==> src/rtl/mips_timer_pkg.sv <==
// Shared definitions for the mips_timer block: register offsets, CTRL bit
// positions, MODE encodings and FSM state encodings.
package mips_timer_pkg;

    // Word offsets on addr[3:2]
    localparam logic [1:0] ADDR_CTRL   = 2'd0;
    localparam logic [1:0] ADDR_PRESET = 2'd1;
    localparam logic [1:0] ADDR_COUNT  = 2'd2;

    // CTRL bit positions
    localparam int CTRL_EN        = 0;
    localparam int CTRL_MODE_LSB  = 1;
    localparam int CTRL_IM        = 3;
    localparam int CTRL_PRESC_LSB = 4;

    // MODE encodings; 1x behaves as one-shot
    localparam logic [1:0] MODE_ONESHOT = 2'b00;
    localparam logic [1:0] MODE_RELOAD  = 2'b01;

    typedef enum logic [1:0] {
        ST_IDLE = 2'd0,
        ST_LOAD = 2'd1,
        ST_CNT  = 2'd2,
        ST_INT  = 2'd3
    } state_e;

    // Only the exact 01 encoding reloads; everything else is one-shot.
    function automatic logic is_reload(input logic [1:0] mode);
        return mode == MODE_RELOAD;
    endfunction

endpackage

==> src/rtl/mips_timer_prescaler.sv <==
// Tick generator for mips_timer: one tick every 2^presc clocks, counted from
// the last synchronous clear. Only built when TIMER_PRESCALE_EN is defined.
`ifdef TIMER_PRESCALE_EN
module timer_prescaler #(
    parameter int PRESC_W = 3
) (
    input  logic               clk,
    input  logic               reset,
    input  logic               clr,
    input  logic [PRESC_W-1:0] presc,
    output logic               tick
);

    // Wide enough for the largest divide ratio 2^(2^PRESC_W - 1)
    localparam int DIV_W = (1 << PRESC_W) - 1;

    logic [DIV_W-1:0] div_q;
    logic [DIV_W-1:0] div_d;
    logic [DIV_W-1:0] lim;

    // Low-bit mask selecting the active divider bits; the divider is a plain
    // up-counter so ticks land on multiples of 2^presc since the last clear,
    // even if presc changes mid-count.
    always_comb begin
        lim = '0;
        for (int i = 0; i < DIV_W; i++) begin
            lim[i] = (i < int'(presc));
        end
        tick  = ((div_q & lim) == lim);
        div_d = clr ? '0 : div_q + DIV_W'(1);
    end

    // Divider register with synchronous active-low reset
    always_ff @(posedge clk) begin
        if (!reset) begin
            div_q <= '0;
        end else begin
            div_q <= div_d;
        end
    end

endmodule
`endif

==> src/rtl/mips_timer.sv <==
// Memory-mapped down-counting timer with one interrupt line to CP0.
// Optional feature macro: TIMER_PRESCALE_EN adds CTRL.PRESC and a clock
// divider gating the decrement; without it the counter steps every cycle.
module mips_timer
    import mips_timer_pkg::*;
#(
    parameter int DATA_W  = 32,
    parameter int PRESC_W = 3
) (
    input  logic              clk,
    input  logic              reset,
    input  logic [1:0]        addr,
    input  logic              we,
    input  logic [DATA_W-1:0] din,
    output logic [DATA_W-1:0] dout,
    output logic              irq
);

    if (PRESC_W < 1 || PRESC_W > 5 || DATA_W < 8) begin : g_bad_param
        $error("mips_timer: PRESC_W must be 1..5 and DATA_W at least 8");
    end

`ifdef TIMER_PRESCALE_EN
    localparam int CTRL_BITS = CTRL_PRESC_LSB + PRESC_W;
`else
    localparam int CTRL_BITS = CTRL_PRESC_LSB;
`endif
    // Writable CTRL bits; everything above reads back 0
    localparam logic [DATA_W-1:0] CTRL_MASK = DATA_W'((64'd1 << CTRL_BITS) - 64'd1);

    state_e            state_q, state_d;
    logic [DATA_W-1:0] ctrl_q, ctrl_d;
    logic [DATA_W-1:0] preset_q, preset_d;
    logic [DATA_W-1:0] count_q, count_d;
    logic              pend_q, pend_d;
    logic              tick;

`ifdef TIMER_PRESCALE_EN
    timer_prescaler #(
        .PRESC_W (PRESC_W)
    ) u_presc (
        .clk   (clk),
        .reset (reset),
        .clr   (state_q == ST_LOAD),
        .presc (ctrl_q[CTRL_PRESC_LSB +: PRESC_W]),
        .tick  (tick)
    );
`else
    assign tick = 1'b1;
`endif

    // Next-state logic: FSM first, then bus writes so a CTRL write overrides
    // the FSM clearing EN / setting irq_pending in the same cycle.
    always_comb begin
        state_d  = state_q;
        ctrl_d   = ctrl_q;
        preset_d = preset_q;
        count_d  = count_q;
        pend_d   = pend_q;

        case (state_q)
            ST_IDLE: begin
                if (ctrl_q[CTRL_EN]) state_d = ST_LOAD;
            end
            ST_LOAD: begin
                count_d = preset_q;
                pend_d  = 1'b0;
                state_d = ST_CNT;
            end
            ST_CNT: begin
                if (!ctrl_q[CTRL_EN]) begin
                    state_d = ST_IDLE;
                end else if (count_q != '0) begin
                    if (tick) count_d = count_q - DATA_W'(1);
                end else begin
                    state_d = ST_INT;
                end
            end
            ST_INT: begin
                pend_d = 1'b1;
                if (is_reload(ctrl_q[CTRL_MODE_LSB +: 2])) begin
                    state_d = ST_LOAD;
                end else begin
                    ctrl_d[CTRL_EN] = 1'b0;
                    state_d         = ST_IDLE;
                end
            end
            default: state_d = ST_IDLE;
        endcase

        if (we) begin
            case (addr)
                ADDR_CTRL: begin
                    ctrl_d = din & CTRL_MASK;
                    pend_d = 1'b0;
                end
                ADDR_PRESET: preset_d = din;
                default: ;
            endcase
        end
    end

    // State and register flops; reset also discards any bus write that cycle
    always_ff @(posedge clk) begin
        if (!reset) begin
            state_q  <= ST_IDLE;
            ctrl_q   <= '0;
            preset_q <= '0;
            count_q  <= '0;
            pend_q   <= 1'b0;
        end else begin
            state_q  <= state_d;
            ctrl_q   <= ctrl_d;
            preset_q <= preset_d;
            count_q  <= count_d;
            pend_q   <= pend_d;
        end
    end

    // Combinational read mux; reserved offset reads 0
    always_comb begin
        case (addr)
            ADDR_CTRL:   dout = ctrl_q;
            ADDR_PRESET: dout = preset_q;
            ADDR_COUNT:  dout = count_q;
            default:     dout = '0;
        endcase
    end

    assign irq = pend_q & ctrl_q[CTRL_IM];

endmodule

==> config.mk <==
export PLATFORM = sky130hd
export DESIGN_NAME = mips_timer
export DESIGN_NICKNAME = d
export VERILOG_FILES = /design/src/rtl/mips_timer_pkg.sv /design/src/rtl/mips_timer_prescaler.sv /design/src/rtl/mips_timer.sv
export SDC_FILE = /design/constraint.sdc
export NUM_CORES = 1
export LEC_CHECK = 0
export ABC_AREA = 1
export ABC_CLOCK_PERIOD_IN_PS = 3650
export CORE_ASPECT_RATIO = 1.75
export CORE_MARGIN = 2
export CORE_UTILIZATION = 30
export CTS_BUF_LIST = sky130_fd_sc_hd__clkbuf_16
export DETAILED_ROUTE_END_ITERATION = 8
export SLEW_MARGIN = 20
export SYNTH_ARGS = -nofsm -noshare
export SYNTH_HDL_FRONTEND = slang
export SYNTH_SLANG_ARGS = --single-unit
==> constraint.sdc <==
create_clock -name clk -period 3.65 [get_ports clk]
set_clock_uncertainty 0.1 [all_clocks]
set_input_delay 1.095 -clock clk [delete_from_list [all_inputs] [get_ports clk]]
set_output_delay 1.095 -clock clk [all_outputs]
set_load 0.02 [all_outputs]
==> qor.txt, run 1 <==
========================================================================================
Total wire length after detailed routing                                        13400 um
Maximum clock rate                                                               276 MHz
Normalized max-slew margin                                                         0.426
Area enclosed by the die boundary                                            14500 sq um
Synth-to-layout area growth                                                        24.6%
Effective utilization at floorplan                                                 0.306
RSZ-0062 raised after global routing                                                 yes
Clock tree from TritonCTS                                                           done
Max cap viols                                                                          0
Ant. Diodes                                                                            0
Hold Slack                                                                      0.365 ns
Global route overflow                                                                  0
Final cell utilization of the core                                                 0.381
Kind of critical path                                                          in -> out
Clock period minus final worst setup slack                                       3.63 ns
Number of buffers created by CTS                                                       9
Vias in the first global route                                                      4068
H-tree levels                                                                          3
Routed length per placed instance                                                14.9 um
Yosys warns                                                                            0
Total negative slack                                                                0 ns
Leakage dissipation                                                              2.24 nW
Maximum ir drop on the vdd rail                                               0.000252 V
Critical Path End Type                                                        output pin
Number of unique standard cell types used by synthesis                                28
Total power draw                                                                 2.13 mW
Number of setup violations in the final report                                         0
Storage element area                                                          1420 sq um
Number of search-and-repair iterations in the first detailed-routing pass              5
Period utilisation layout                                                          0.994
Multi-input combinational cell area                                           2160 sq um
Buffer count from post-CTS setup fixing                                                0
Largest net degree at the start of global routing                                     39
Proportion of layout cells with a drive suffix above 1                             0.105
Fill count                                                                          1490
Kind of path behind the tightest hold check                                   reg -> reg
Category of the worst setup path launch point                                 input port
Height of the die                                                                 158 um
Total nets after synthesis                                                           696
FF+latch count, synth                                                                 71
Floorplan row count                                                                   56
Outcome                                                                        completed
Via-to-Cell Ratio                                                                   4.92
Maximum number of buffers from clock root to sink                                      2
Top-area cell type share of the netlist area                                       0.349
Aggregate global-route resource usage                                              0.185
TritonCTS Sinks                                                                       71
Syn avg cell area                                                             6.18 sq um
Data required time at the worst endpoint                                         2.45 ns
Count of antenna-violating nets left after detailed routing                            0
Worst-Margin Slew                                                               0.861 ns
Worst path arrival time                                                          2.43 ns
Overall via count from detail_route                                                 4417
Core Region                                                                  13300 sq um
Initial antenna violation count                                                        0
Width of the die                                                                 92.0 um
Port Buf Inserts                                                                      69
Placer congestion estimate                                                         0.927
IO Pins                                                                               70
First DRT Iteration DRCs                                                             247
Net count of the finished layout                                                     757
Final-report max-slew violation count                                                  0
Number of standard cells after synthesis                                             658
Summed instance area of the synthesized netlist                               4070 sq um
Dominant cell type by area after synthesis                                       dfxtp_1
CTS Root Buffer Type                                                           clkbuf_16
Share of the yosys chip area belonging to registers                                0.349
Clk pin slew, worst setup/hold paths                                             0.06 ns
Top cells by area, synth                                                    dfxtp_1, o21ai_0, nor2_1, nand2_1, inv_1
First-pass GRT wire length                                                      20800 um
Drt drc                                                                                0
Endpoints failing hold                                                                 0
Worst skew pair latency                                                          0.34 ns
Post-DP HPWL                                                                    10100 um
Largest fanout of any net on the critical path                                         5
Pwr Density                                                                  419 nW/um^2
========================================================================================
-- cell type report --
class	count	area share
Inverter	90	0.0676
Clock inverter	7	0.00642
Tap cell	174	0.0429
Multi-Input combinational cell	466	0.426
Clock buffer	9	0.0444
Sequential cell	71	0.280
Timing Repair Buffer	81	0.132
-- sequential cells by signal, indices dropped and copies added (netlist names) --
signal and flops:
pend_q 1, ctrl_q 4, count_q 32, state_q 2
preset_q 32
-- kinds of logic after synthesis --
logic type	share of synthesized area
fa+ha+maj	0.00307
xor+xnor	0.00861
compound gates	0.238
flops	0.349
simple gates	0.280
buf+inv	0.121
-- cell usage in the layout (no fill, tap or decap), types with 2 or more instances in the layout --
master,instances
o21ai_0,95
a21oi_1,47
nand2_1,107
xor2_1,4
clkbuf_2,2
dfxtp_1,71
clkinv_1,3
nor2_1,116
inv_2,6
clkbuf_16,9
clkinv_2,2
o21ai_1,8
inv_1,84
nand2_2,5
nand4_1,3
nand3_1,34
o22ai_1,28
nor2_2,7
o221ai_1,4
nor3_1,3
buf_4,9
buf_12,3
buf_2,28
clkdlybuf4s15_1,2
clkdlybuf4s50_1,36
-- per-stage QoR --
step / cells / setup slack, ns / area, sq um
5_1_grt: 898 / -0.0302 / 5070
3_3_place_gp: 882 / -0.358 / 4950
3_5_place_dp: 882 / -0.398 / 4950
6_report: 898 / 0.0212 / 5070
2_1_floorplan: 658 / 0.263 / 4070
4_1_cts: 898 / 0.000209 / 5140
-- repair_timing --
item,4_1_cts,5_1_grt
resized for setup,105,20
hold buffers,0,0
setup endpoints to repair,32,16
-- final timing paths --
| kind | from | end | cells after the start | slack (ns) |
|---|---|---|---|---|
| max | addr[0] | dout[2] | 7 | 0.02 |
| min | preset_q[0]$_SDFFE_PN0P_ | preset_q[0]$_SDFFE_PN0P_ | 2 | 0.36 |
| max reg2reg | count_q[0]$_SDFFE_PN0P_ | count_q[13]$_SDFFE_PN0P_ | 12 | 1.24 |
| min reg2reg | preset_q[0]$_SDFFE_PN0P_ | preset_q[0]$_SDFFE_PN0P_ | 2 | 0.36 |
-- worst max-delay path: stages --
cell,delay [ns]
clkdlybuf4s50_1,0.47
inv_1,0.06
nor2_1,0.15
buf_4,0.17
nand2_1,0.05
o221ai_1,0.09
clkdlybuf4s15_1,0.35
-- where the power goes --
group | switching, mW | internal, mW | total [mW]
registers | 0.0259 | 0.811 | 0.837
logic | 0.333 | 0.176 | 0.509
clock network | 0.332 | 0.447 | 0.780
-- synthesized netlist by cell type --
| cell type | number |
|---|---|
| inv_1 | 83 |
| clkinv_4 | 1 |
| nand4_1 | 3 |
| o221ai_1 | 4 |
| o21ai_1 | 8 |
| nor2_1 | 116 |
| nand3b_1 | 1 |
| nand2_1 | 109 |
| o21ai_0 | 95 |
| clkbuf_2 | 1 |
| nand3_1 | 34 |
| buf_2 | 1 |
| nor2_2 | 7 |
| nand3_2 | 1 |
| nor3_1 | 3 |
| nand2_2 | 3 |
| o211ai_1 | 1 |
| xor2_1 | 4 |
| clkbuf_1 | 23 |
| buf_1 | 2 |
| ha_1 | 1 |
| inv_2 | 5 |
| dfxtp_1 | 71 |
| nor2_4 | 1 |
| a21oi_1 | 47 |
| o22ai_1 | 28 |
| clkinv_1 | 1 |
| buf_6 | 4 |
-- metal layers --
layer,global-route usage,vias up,part of all wire
li1,-,2267,-
met1,0.194,2048,0.39
met2,0.358,76,0.55
met3,0.0233,26,0.024
met4,0.0931,0,0.036
met5,0,-,0
Power figures use the tool's default switching activity.
==> run 2, diff against run 1 <==
--- a/config.mk
+++ b/config.mk
@@ -12,6 +12,7 @@
 export CORE_UTILIZATION = 30
 export CTS_BUF_LIST = sky130_fd_sc_hd__clkbuf_16
 export DETAILED_ROUTE_END_ITERATION = 8
+export SETUP_SLACK_MARGIN = 0.05
 export SLEW_MARGIN = 20
 export SYNTH_ARGS = -nofsm -noshare
 export SYNTH_HDL_FRONTEND = slang
==> qor.txt, run 2 (same netlist as run 1, synthesis figures left out) <==
========================================================================================
Data required time at the worst endpoint                                         2.45 ns
Overall via count from detail_route                                                 4398
Critical Path End Type                                                        output pin
Count of antenna-violating nets left after detailed routing                            0
Most common cell after layout, fill and taps aside                                nor2_1
Worst r2r path cells                                                                  12
Final setup slack of the worst path                                             0.107 ns
Setup slack after placement                                                    -0.398 ns
Clock power frac                                                                   0.367
Share of total power in combinational logic                                        0.239
Net count of the finished layout                                                     757
Reg-to-reg endpoint                                                         count_q[13]$_SDFFE_PN0P_
CTS Root Buffer Type                                                           clkbuf_16
NetSw                                                                           0.690 mW
Endpoints failing hold                                                                 0
Aggregate global-route resource usage                                              0.185
Placer congestion estimate                                                         0.927
First DRT Iteration DRCs                                                             247
Post-DP HPWL                                                                    10100 um
Category of the worst setup path launch point                                 input port
CTS hold repair buffers                                                                0
Fill count                                                                          1489
Proportion of layout cells with a drive suffix above 1                             0.108
Outcome                                                                        completed
Pwr Density                                                                  420 nW/um^2
Total negative slack                                                                0 ns
Net switching fraction of the power                                                0.325
Clock tree from TritonCTS                                                           done
Largest registers                                                           count_q (32), preset_q (32), ctrl_q (4)
Top library cells by usage in the layout, fill and taps aside               nor2_1, nand2_1, o21ai_0
First-pass GRT wire length                                                      20800 um
Global route overflow                                                                  0
Port Buf Inserts                                                                      69
Floorplan row count                                                                   56
Initial antenna violation count                                                        0
Maximum ir drop on the vdd rail                                               0.000253 V
Height of the die                                                                 158 um
Via-to-Cell Ratio                                                                   4.90
Number of setup violations in the final report                                         0
Cell internal power dissipation                                                  1.43 mW
Number of search-and-repair iterations in the first detailed-routing pass              5
Critical Path End                                                               dout[16]
Final-report max-slew violation count                                                  0
Worst skew pair latency                                                          0.34 ns
Synth-to-layout area growth                                                        24.3%
Count of cells along the worst hold path                                               2
RSZ-0062 raised after global routing                                                  no
Worst path arrival time                                                          2.35 ns
Maximum number of buffers from clock root to sink                                      2
Max cap viols                                                                          0
Worst-Margin Slew                                                               0.866 ns
Drt drc                                                                                0
Width of the die                                                                 92.0 um
Core Region                                                                  13300 sq um
H-tree levels                                                                          3
Normalized max-slew margin                                                         0.422
Vias in the first global route                                                      4062
Ant. Diodes                                                                            0
Fraction of power consumed by sequential logic                                     0.394
Largest fanout of any net on the critical path                                        16
Leakage dissipation                                                              2.25 nW
Period utilisation layout                                                          0.971
Effective utilization at floorplan                                                 0.306
Crit path launch                                                                 addr[0]
Internal reg-to-reg setup slack                                                  1.25 ns
IO Pins                                                                               70
Kind of critical path                                                          in -> out
Routed length per placed instance                                                14.9 um
Kind of path behind the tightest hold check                                   reg -> reg
Total wire length after detailed routing                                        13400 um
Maximum clock rate                                                               282 MHz
Area enclosed by the die boundary                                            14500 sq um
Number of buffers created by CTS                                                       9
TritonCTS Sinks                                                                       71
Clock period minus final worst setup slack                                       3.54 ns
Clk pin slew, worst setup/hold paths                                             0.06 ns
Largest net degree at the start of global routing                                     39
R2r startpoint                                                              count_q[0]$_SDFFE_PN0P_
========================================================================================
run 2: routing by layer:
metal,track usage,vias to the layer above,part of all wire
met5,0,-,0
met4,0.0931,0,0.036
met3,0.0233,26,0.023
met2,0.357,69,0.55
met1,0.194,2036,0.39
li1,-,2267,-
run 2: layout make-up:
type	count	area (sq um)	share of cell area
Inverter	90	343	0.0678
Timing Repair Buffer	81	658	0.130
Clock inverter	7	32.5	0.00643
Clock buffer	9	225	0.0445
Sequential cell	71	1420	0.281
Multi-Input combinational cell	466	2160	0.427
Tap cell	174	218	0.0430
run 2: through the flow:
stage | power [mW] | utilization | hold WS [ns] | instances | cell area, sq um
after floorplan | 1.19 | - | 0.339 | 658 | 4070
after global placement | 1.37 | 0.372 | 0.354 | 882 | 4950
after detailed placement | 1.37 | 0.372 | 0.357 | 882 | 4950
after CTS | 2.14 | 0.381 | 0.365 | 898 | 5070
after global routing | 2.24 | 0.380 | 0.387 | 898 | 5060
final | 2.12 | 0.380 | 0.364 | 898 | 5060
run 2: power by group through the flow:
stage	sequential (mW)	combinational (mW)	clock [mW]
3_3_place_gp	0.853	0.514	0
2_1_floorplan	0.846	0.341	0
4_1_cts	0.837	0.508	0.798
3_5_place_dp	0.853	0.515	0
5_1_grt	0.841	0.571	0.824
6_report	0.837	0.508	0.779
run 2: how the worst min path moves through the flow:
stage,end,startpoint
after detailed placement,preset_q[0]$_SDFFE_PN0P_,preset_q[0]$_SDFFE_PN0P_
after floorplan,preset_q[0]$_SDFFE_PN0P_,preset_q[0]$_SDFFE_PN0P_
after global placement,preset_q[0]$_SDFFE_PN0P_,preset_q[0]$_SDFFE_PN0P_
after global routing,preset_q[4]$_SDFFE_PN0P_,preset_q[4]$_SDFFE_PN0P_
after CTS,preset_q[0]$_SDFFE_PN0P_,preset_q[0]$_SDFFE_PN0P_
final,preset_q[0]$_SDFFE_PN0P_,preset_q[0]$_SDFFE_PN0P_
run 2: worst max-delay path, stage by stage:
cell and delay [ns]:
clkdlybuf4s50_1 0.47, inv_1 0.06, nor2_1 0.15, inv_2 0.10, buf_12 0.16, o22ai_1 0.11
buf_2 0.19
run 2: timing repair:
action / CTS / global route
endpoints found under the setup margin: 32 / 5
setup buffers: 0 / 0
gates resized for setup: 129 / 6
